**src/rtl/vga_params.sv**
```systemverilog
// Shared VGA timing constants and grant FSM encodings, used by the sync
// controller and the pixel generator.
package vga_params;

  localparam int CNT_W = 10;

  localparam int DEF_H_DISPLAY = 640;
  localparam int DEF_H_FRONT   = 16;
  localparam int DEF_H_SYNC    = 96;
  localparam int DEF_H_BACK    = 48;
  localparam int DEF_H_TOTAL   = DEF_H_DISPLAY + DEF_H_FRONT + DEF_H_SYNC + DEF_H_BACK;

  localparam int DEF_V_DISPLAY = 480;
  localparam int DEF_V_FRONT   = 10;
  localparam int DEF_V_SYNC    = 2;
  localparam int DEF_V_BACK    = 33;
  localparam int DEF_V_TOTAL   = DEF_V_DISPLAY + DEF_V_FRONT + DEF_V_SYNC + DEF_V_BACK;

  typedef enum logic [1:0] {
    ST_IDLE  = 2'd0,
    ST_WAIT  = 2'd1,
    ST_GRANT = 2'd2
  } grant_state_t;

endpackage

```
**src/rtl/pix_tick_gen.sv**
```systemverilog
// Divide-by-two pixel strobe: phase toggles every clk, p_tick marks phase==1.
module pix_tick_gen (
  input  logic clk,
  input  logic reset,
  output logic p_tick
);

  logic phase;

  always_ff @(posedge clk) begin
    if (reset) phase <= 1'b0;
    else       phase <= ~phase;
  end

  assign p_tick = phase;

endmodule

```
**src/rtl/vga_sync_ctrl.sv**
```systemverilog
// VGA raster timing (counters, syncs, visible window) plus a vblank-gated
// scene-update grant handshake.
//
// state    | meaning
// ST_IDLE  | no update requested
// ST_WAIT  | request pending, waiting for vertical blanking
// ST_GRANT | update granted, scene registers may be written
module vga_sync_ctrl
  import vga_params::*;
#(
  parameter int H_DISPLAY = DEF_H_DISPLAY,
  parameter int H_FRONT   = DEF_H_FRONT,
  parameter int H_SYNC    = DEF_H_SYNC,
  parameter int H_BACK    = DEF_H_BACK,
  parameter int V_DISPLAY = DEF_V_DISPLAY,
  parameter int V_FRONT   = DEF_V_FRONT,
  parameter int V_SYNC    = DEF_V_SYNC,
  parameter int V_BACK    = DEF_V_BACK
) (
  input  logic             clk,
  input  logic             reset,
  input  logic             upd_req,
  output logic             hsync,
  output logic             vsync,
  output logic             video_on,
  output logic             p_tick,
  output logic [CNT_W-1:0] pix_x,
  output logic [CNT_W-1:0] pix_y,
  output logic             frame_tick,
  output logic             upd_gnt,
  output logic             upd_late
);

  localparam logic [CNT_W-1:0] H_VIS    = CNT_W'(H_DISPLAY);
  localparam logic [CNT_W-1:0] H_MAX    = CNT_W'(H_DISPLAY + H_FRONT + H_SYNC + H_BACK - 1);
  localparam logic [CNT_W-1:0] HS_FIRST = CNT_W'(H_DISPLAY + H_FRONT);
  localparam logic [CNT_W-1:0] HS_LAST  = CNT_W'(H_DISPLAY + H_FRONT + H_SYNC - 1);
  localparam logic [CNT_W-1:0] V_VIS    = CNT_W'(V_DISPLAY);
  localparam logic [CNT_W-1:0] V_MAX    = CNT_W'(V_DISPLAY + V_FRONT + V_SYNC + V_BACK - 1);
  localparam logic [CNT_W-1:0] VS_FIRST = CNT_W'(V_DISPLAY + V_FRONT);
  localparam logic [CNT_W-1:0] VS_LAST  = CNT_W'(V_DISPLAY + V_FRONT + V_SYNC - 1);

  logic [CNT_W-1:0] h_count, v_count, h_next, v_next;
  logic             vblank;
  grant_state_t     state, state_next;
  logic             late_d;

  pix_tick_gen u_pix_tick_gen (
    .clk    (clk),
    .reset  (reset),
    .p_tick (p_tick)
  );

  always_comb begin
    h_next = h_count;
    v_next = v_count;
    if (p_tick) begin
      if (h_count == H_MAX) begin
        h_next = '0;
        v_next = (v_count == V_MAX) ? '0 : v_count + CNT_W'(1);
      end else begin
        h_next = h_count + CNT_W'(1);
      end
    end
  end

  // Syncs are decoded from the next count so they stay aligned with the counters.
  always_ff @(posedge clk) begin
    if (reset) begin
      h_count <= '0;
      v_count <= '0;
      hsync   <= 1'b1;
      vsync   <= 1'b1;
    end else begin
      h_count <= h_next;
      v_count <= v_next;
      hsync   <= !((h_next >= HS_FIRST) && (h_next <= HS_LAST));
      vsync   <= !((v_next >= VS_FIRST) && (v_next <= VS_LAST));
    end
  end

  assign pix_x      = h_count;
  assign pix_y      = v_count;
  assign video_on   = (h_count < H_VIS) && (v_count < V_VIS);
  assign vblank     = (v_count >= V_VIS);
  assign frame_tick = p_tick && (h_count == H_MAX) && (v_count == V_MAX);

  always_ff @(posedge clk) begin
    if (reset) begin
      state    <= ST_IDLE;
      upd_gnt  <= 1'b0;
      upd_late <= 1'b0;
    end else begin
      state    <= state_next;
      upd_gnt  <= (state_next == ST_GRANT);
      upd_late <= late_d;
    end
  end

  // A dropped request always wins, so losing blanking then never flags late.
  always_comb begin
    state_next = state;
    case (state)
      ST_IDLE:  if (upd_req) state_next = ST_WAIT;
      ST_WAIT: begin
        if (!upd_req)    state_next = ST_IDLE;
        else if (vblank) state_next = ST_GRANT;
      end
      ST_GRANT: begin
        if (!upd_req)     state_next = ST_IDLE;
        else if (!vblank) state_next = ST_WAIT;
      end
      default:  state_next = ST_IDLE;
    endcase
  end

  always_comb begin
    late_d = 1'b0;
    if ((state == ST_GRANT) && upd_req && !vblank) late_d = 1'b1;
  end

endmodule
```
**config.mk**
```make
export PLATFORM = sky130hd
export DESIGN_NAME = vga_sync_ctrl
export DESIGN_NICKNAME = d
export VERILOG_FILES = /design/src/rtl/vga_params.sv /design/src/rtl/pix_tick_gen.sv /design/src/rtl/vga_sync_ctrl.sv
export SDC_FILE = /design/constraint.sdc
export NUM_CORES = 1
export LEC_CHECK = 0
export CORE_ASPECT_RATIO = 0.5
export CORE_UTILIZATION = 40
export CTS_CLUSTER_DIAMETER = 200
export DETAILED_ROUTE_END_ITERATION = 10
export GPL_TIMING_DRIVEN = 0
export HOLD_SLACK_MARGIN = 0.06
export PLACE_DENSITY = 0.65
export SETUP_SLACK_MARGIN = 0.5
export SYNTH_ARGS = -nofsm -noshare
export SYNTH_HDL_FRONTEND = slang
export SYNTH_HIERARCHICAL = 1
export SYNTH_SLANG_ARGS = --single-unit
```
**constraint.sdc**
```tcl
create_clock -name clk -period 2.2 [get_ports clk]
set_input_delay 0.66 -clock clk [delete_from_list [all_inputs] [get_ports clk]]
set_output_delay 0.66 -clock clk [all_outputs]
set_load 0.005 [all_outputs]
```
==> key figures, run 1 <==
Routing
  – Wirelength per Cell: between 15 and 20 um
  – WL final: roughly 5.1 mm
  – Vias: 1,636
  – Via/cell ratio: 5.80
  – DRC: 0
  – Initial drt markers: 129
  – DRT Pass-1 Iters: 5
  – Post-route ant nets: 0

Synthesis
  – Post-Syn Area: 1400 um2
  – Synthesized flop and latch total: 27
  – Number of synthesized flops with an enable pin: 0
  – Post-synth top flop: dfxtp_1
  – Synth area leaders: dfxtp_1 (39%), xnor2_1 (5.6%), nor2_1 (4.3%), nand3_1 (3.6%), nand4_1 (3.6%)
  – Complex-gate fraction of the synthesized area: 13.1%
  – YS warnings: 6
  – Mapped Avg Cell Area: 8.90 um2
  – Synth top area share: 38.7%
  – Synth Area in XOR/XNOR: 8.15%
  – Synth Area in Adders: 3.40%
  – Multiplexer share of the synthesized area: 0.806%
  – Unique masters post-synth: 47
  – Mapped Nets: 163
  – Sequential fraction of the synthesis area: around two fifths
  – Largest family of logic cells by synthesized area: simple AND/OR/NAND/NOR gates
  – Synth Area in Simple Gates: 30.9%
  – Async set or reset register ratio after synthesis: 0%
  – Post-synth top area cell: dfxtp_1
  – Cells after Synth: 157

Min path
  – Worst hold endpoint: u_pix_tick_gen/p_tick$_SDFF_PP0_
  – Hold crit path type: reg2reg
  – Hold_sp: u_pix_tick_gen/p_tick$_SDFF_PP0_
  – Hold Path Stages: 2

Critical path
  – Worst Setup Start Kind: register
  – Critical-path maximum fanout: 8
  – Crit Path Class: reg2out
  – Worst reg-to-reg setup slack: 0.10 ns
  – Worst EP required: 1.54 ns
  – R2r startpoint: pix_y[2]$_SDFF_PP0_
  – Crit path DAT: 1.56 ns
  – Critical path endpoint category: primary output
  – Reg-to-reg endpoint: vsync$_SDFF_PP1_
  – R2R cell count: 6

Clocking
  – Max Root-Sink Buffers: 2
  – CTS clk-pin slew, worst paths: 0.10 ns
  – H-tree Lvls: 1
  – CTS root buf: clkbuf_8
  – CTS tree: done
  – Clk sinks: 27
  – Worst skew pair latency: 0.28 ns
  – CTS Hold Bufs: 0
  – Total CTS buffers: 3

Job
  – Maximum capacitance violations: 0

Cells and area
  – Layout cells sized above 1: 51.2%
  – Area delta synth->final: 78.1%
  – Ant diodes: 0
  – Final Util: between 70 and 80%
  – Final Net Count: around 250

Die
  – Core ar.: 3150 um2
  – Die Wd: 85.6 um
  – Die area: 3750 um2
  – Die height: 43.8 um
  – Cell row count: 14
  – Boundary pin count: 30
  – Starting density of the core: 44.3%

Placement
  – Placer Congestion: 0.825
  – Input/output buffers: 29
  – DPL Wire Length: 2.25 mm

GRT
  – Total gr overflow: 0
  – Global-route wire length before repair: 7.27 mm
  – Tot GR Track Use: 25.3%
  – Largest net degree at the start of global routing: 16
  – Initial antenna violation count: 0
  – Vias in the first global route: about 1,500

Run status
  – Status: complete, but fails checks
  – Failing checks: negative setup slack

STA
  – Post-route clock period utilization: 101%
  – RSZ-0062 raised after global routing: true
  – Max-slew violations: 0
  – Final WS setup: -0.0173 ns
  – Hold Violations, Final: 0
  – Setup-failing EPs final: 1
  – Highest Clock Rate: between 400 and 500 MHz
  – Tightest Pin Transition: roughly 0.47 ns
  – Tmin final: 2.22 ns
  – Worst clock skew: 0.00899 ns
  – Slew headroom: 68.4%

Pwr
  – Final Power: 822 uW
  – Worst IR Drop VDD: 0.176 mV
  – P_leak: 0.00105 uW
  – Cell Pwr Density: 330 nW/um2
-- final cells by class --
type	count	area [um2]
plain buffers	8	71.3
clock buffers	3	41.3
fillers	202	664
flip-flops and latches	27	607
repair buffers	81	699
multi-input cells	117	991
inverters	5	23.8
clock inverters	1	5.00
well taps	40	50.0
-- power by group --
group | internal, uW | switching [uW]
Sequential | 475 | 4.86
Combinational | 22.8 | 24.3
Clock | 127 | 168
Total | 626 | 197
-- cells by family (layout without fill, tap and decap cells) --
| kind of cell | count (synthesis) | in the layout |
|---|---|---|
| mux | 1 | 1 |
| flops | 27 | 27 |
| simple gates | 74 | 74 |
| buf+inv | 13 | 98 |
| xor+xnor | 13 | 13 |
| compound gates | 25 | 25 |
| fa+ha+maj | 4 | 4 |
-- metal layers --
layer	global-route usage, %	vias up	share of wire, %
li1	-	750	-
met4	9.33	0	2.6
met2	43.8	82	47
met3	4.95	16	7.4
met5	0	-	0
met1	32.1	788	43
-- sequential cells by signal, indices dropped and copies added (netlist names) --
| name | cells |
|---|---|
| hsync | 1 |
| pix_x | 10 |
| pix_y | 10 |
| state | 2 |
| u_pix_tick_gen/p_tick | 1 |
| upd_gnt | 1 |
| upd_late | 1 |
| vsync | 1 |
-- worst max-delay path by stage --
stage | from | end | slack [ns] | cells after the start
2_1_floorplan | pix_x[5]$_SDFF_PP0_ | vsync$_SDFF_PP1_ | 0.33 | 6
3_3_place_gp | pix_y[0]$_SDFF_PP0_ | frame_tick | -0.16 | 6
3_5_place_dp | pix_y[0]$_SDFF_PP0_ | frame_tick | -0.14 | 6
4_1_cts | pix_x[5]$_SDFF_PP0_ | frame_tick | 0.09 | 5
5_1_grt | pix_y[5]$_SDFF_PP0_ | frame_tick | -0.06 | 5
6_report | pix_y[5]$_SDFF_PP0_ | frame_tick | -0.02 | 5
-- synthesized netlist by cell type, drive strengths merged (3+ instances only) --
| library cell | count |
|---|---|
| a21oi | 9 |
| and3 | 4 |
| buf | 4 |
| clkbuf | 3 |
| dfxtp | 27 |
| ha | 3 |
| inv | 5 |
| nand2 | 7 |
| nand2b | 3 |
| nand3 | 10 |
| nand4 | 9 |
| nor2 | 16 |
| nor3 | 9 |
| nor3b | 3 |
| nor4 | 3 |
| o21ai | 3 |
| xnor2 | 9 |
| xor2 | 4 |
-- stage by stage --
stage | instances | area (um2) | hold slack (ns) | worst slack [ns] | TNS (ns)
final | 282 | 2490 | 0.495 | -0.0173 | -0.0173
after global placement | 226 | 1780 | 0.424 | -0.159 | -0.282
after CTS | 272 | 2250 | 0.492 | 0.0901 | 0
after global routing | 282 | 2490 | 0.521 | -0.0644 | -0.0644
after detailed placement | 226 | 1780 | 0.432 | -0.142 | -0.316
after floorplan | 157 | 1440 | 0.429 | 0.332 | 0
-- cell usage in the layout, fill, tap and decap left out, types with 3 or more instances in the layout --
| cell type | netlist | layout |
|---|---|---|
| buf_4 | 0 | 39 |
| buf_6 | 1 | 16 |
| dlygate4sd2_1 | 0 | 16 |
| dfxtp_4 | 0 | 16 |
| nor2_1 | 16 | 12 |
| xnor2_1 | 9 | 9 |
| nand4_1 | 8 | 8 |
| nor3_1 | 9 | 8 |
| nand3_1 | 10 | 8 |
| clkdlybuf4s15_1 | 0 | 8 |
| nand2_1 | 7 | 7 |
| dfxtp_1 | 27 | 6 |
| a21oi_1 | 9 | 5 |
| dfxtp_2 | 0 | 5 |
| nor2_2 | 0 | 4 |
| clkbuf_2 | 1 | 4 |
| xor2_1 | 4 | 4 |
| a21oi_2 | 0 | 4 |
| and3_1 | 4 | 3 |
| inv_1 | 5 | 3 |
| clkbuf_8 | 0 | 3 |
-- critical path: stages, from the launching register on --
cell and delay (ns):
dfxtp_4 0.36, buf_6 0.13, nor3_1 0.27, nand4_1 0.23
nor2_2 0.16, buf_2 0.12
-- what timing repair did --
| action | 4_1_cts | 5_1_grt |
|---|---|---|
| resized for setup | 91 | 48 |
| endpoints found under the hold margin | 0 | 0 |
| pin swaps | 12 | 16 |
| endpoints found under the setup margin | 42 | 28 |
| cloned | 1 | 0 |
| buffers inserted | 41 | 10 |
No activity file was read; power rests on OpenSTA's default activity.
==> run 2: changes to the inputs <==
Settings changed: CAP_MARGIN set to 5.
==> results of run 2 <==
Final layout, timing and power as in run 1 (identical DEF).
==> run 3: changes to the inputs <==
Settings changed: GPL_ROUTABILITY_DRIVEN set to 0.
==> results of run 3 <==
Final layout, timing and power as in run 1 (identical DEF).
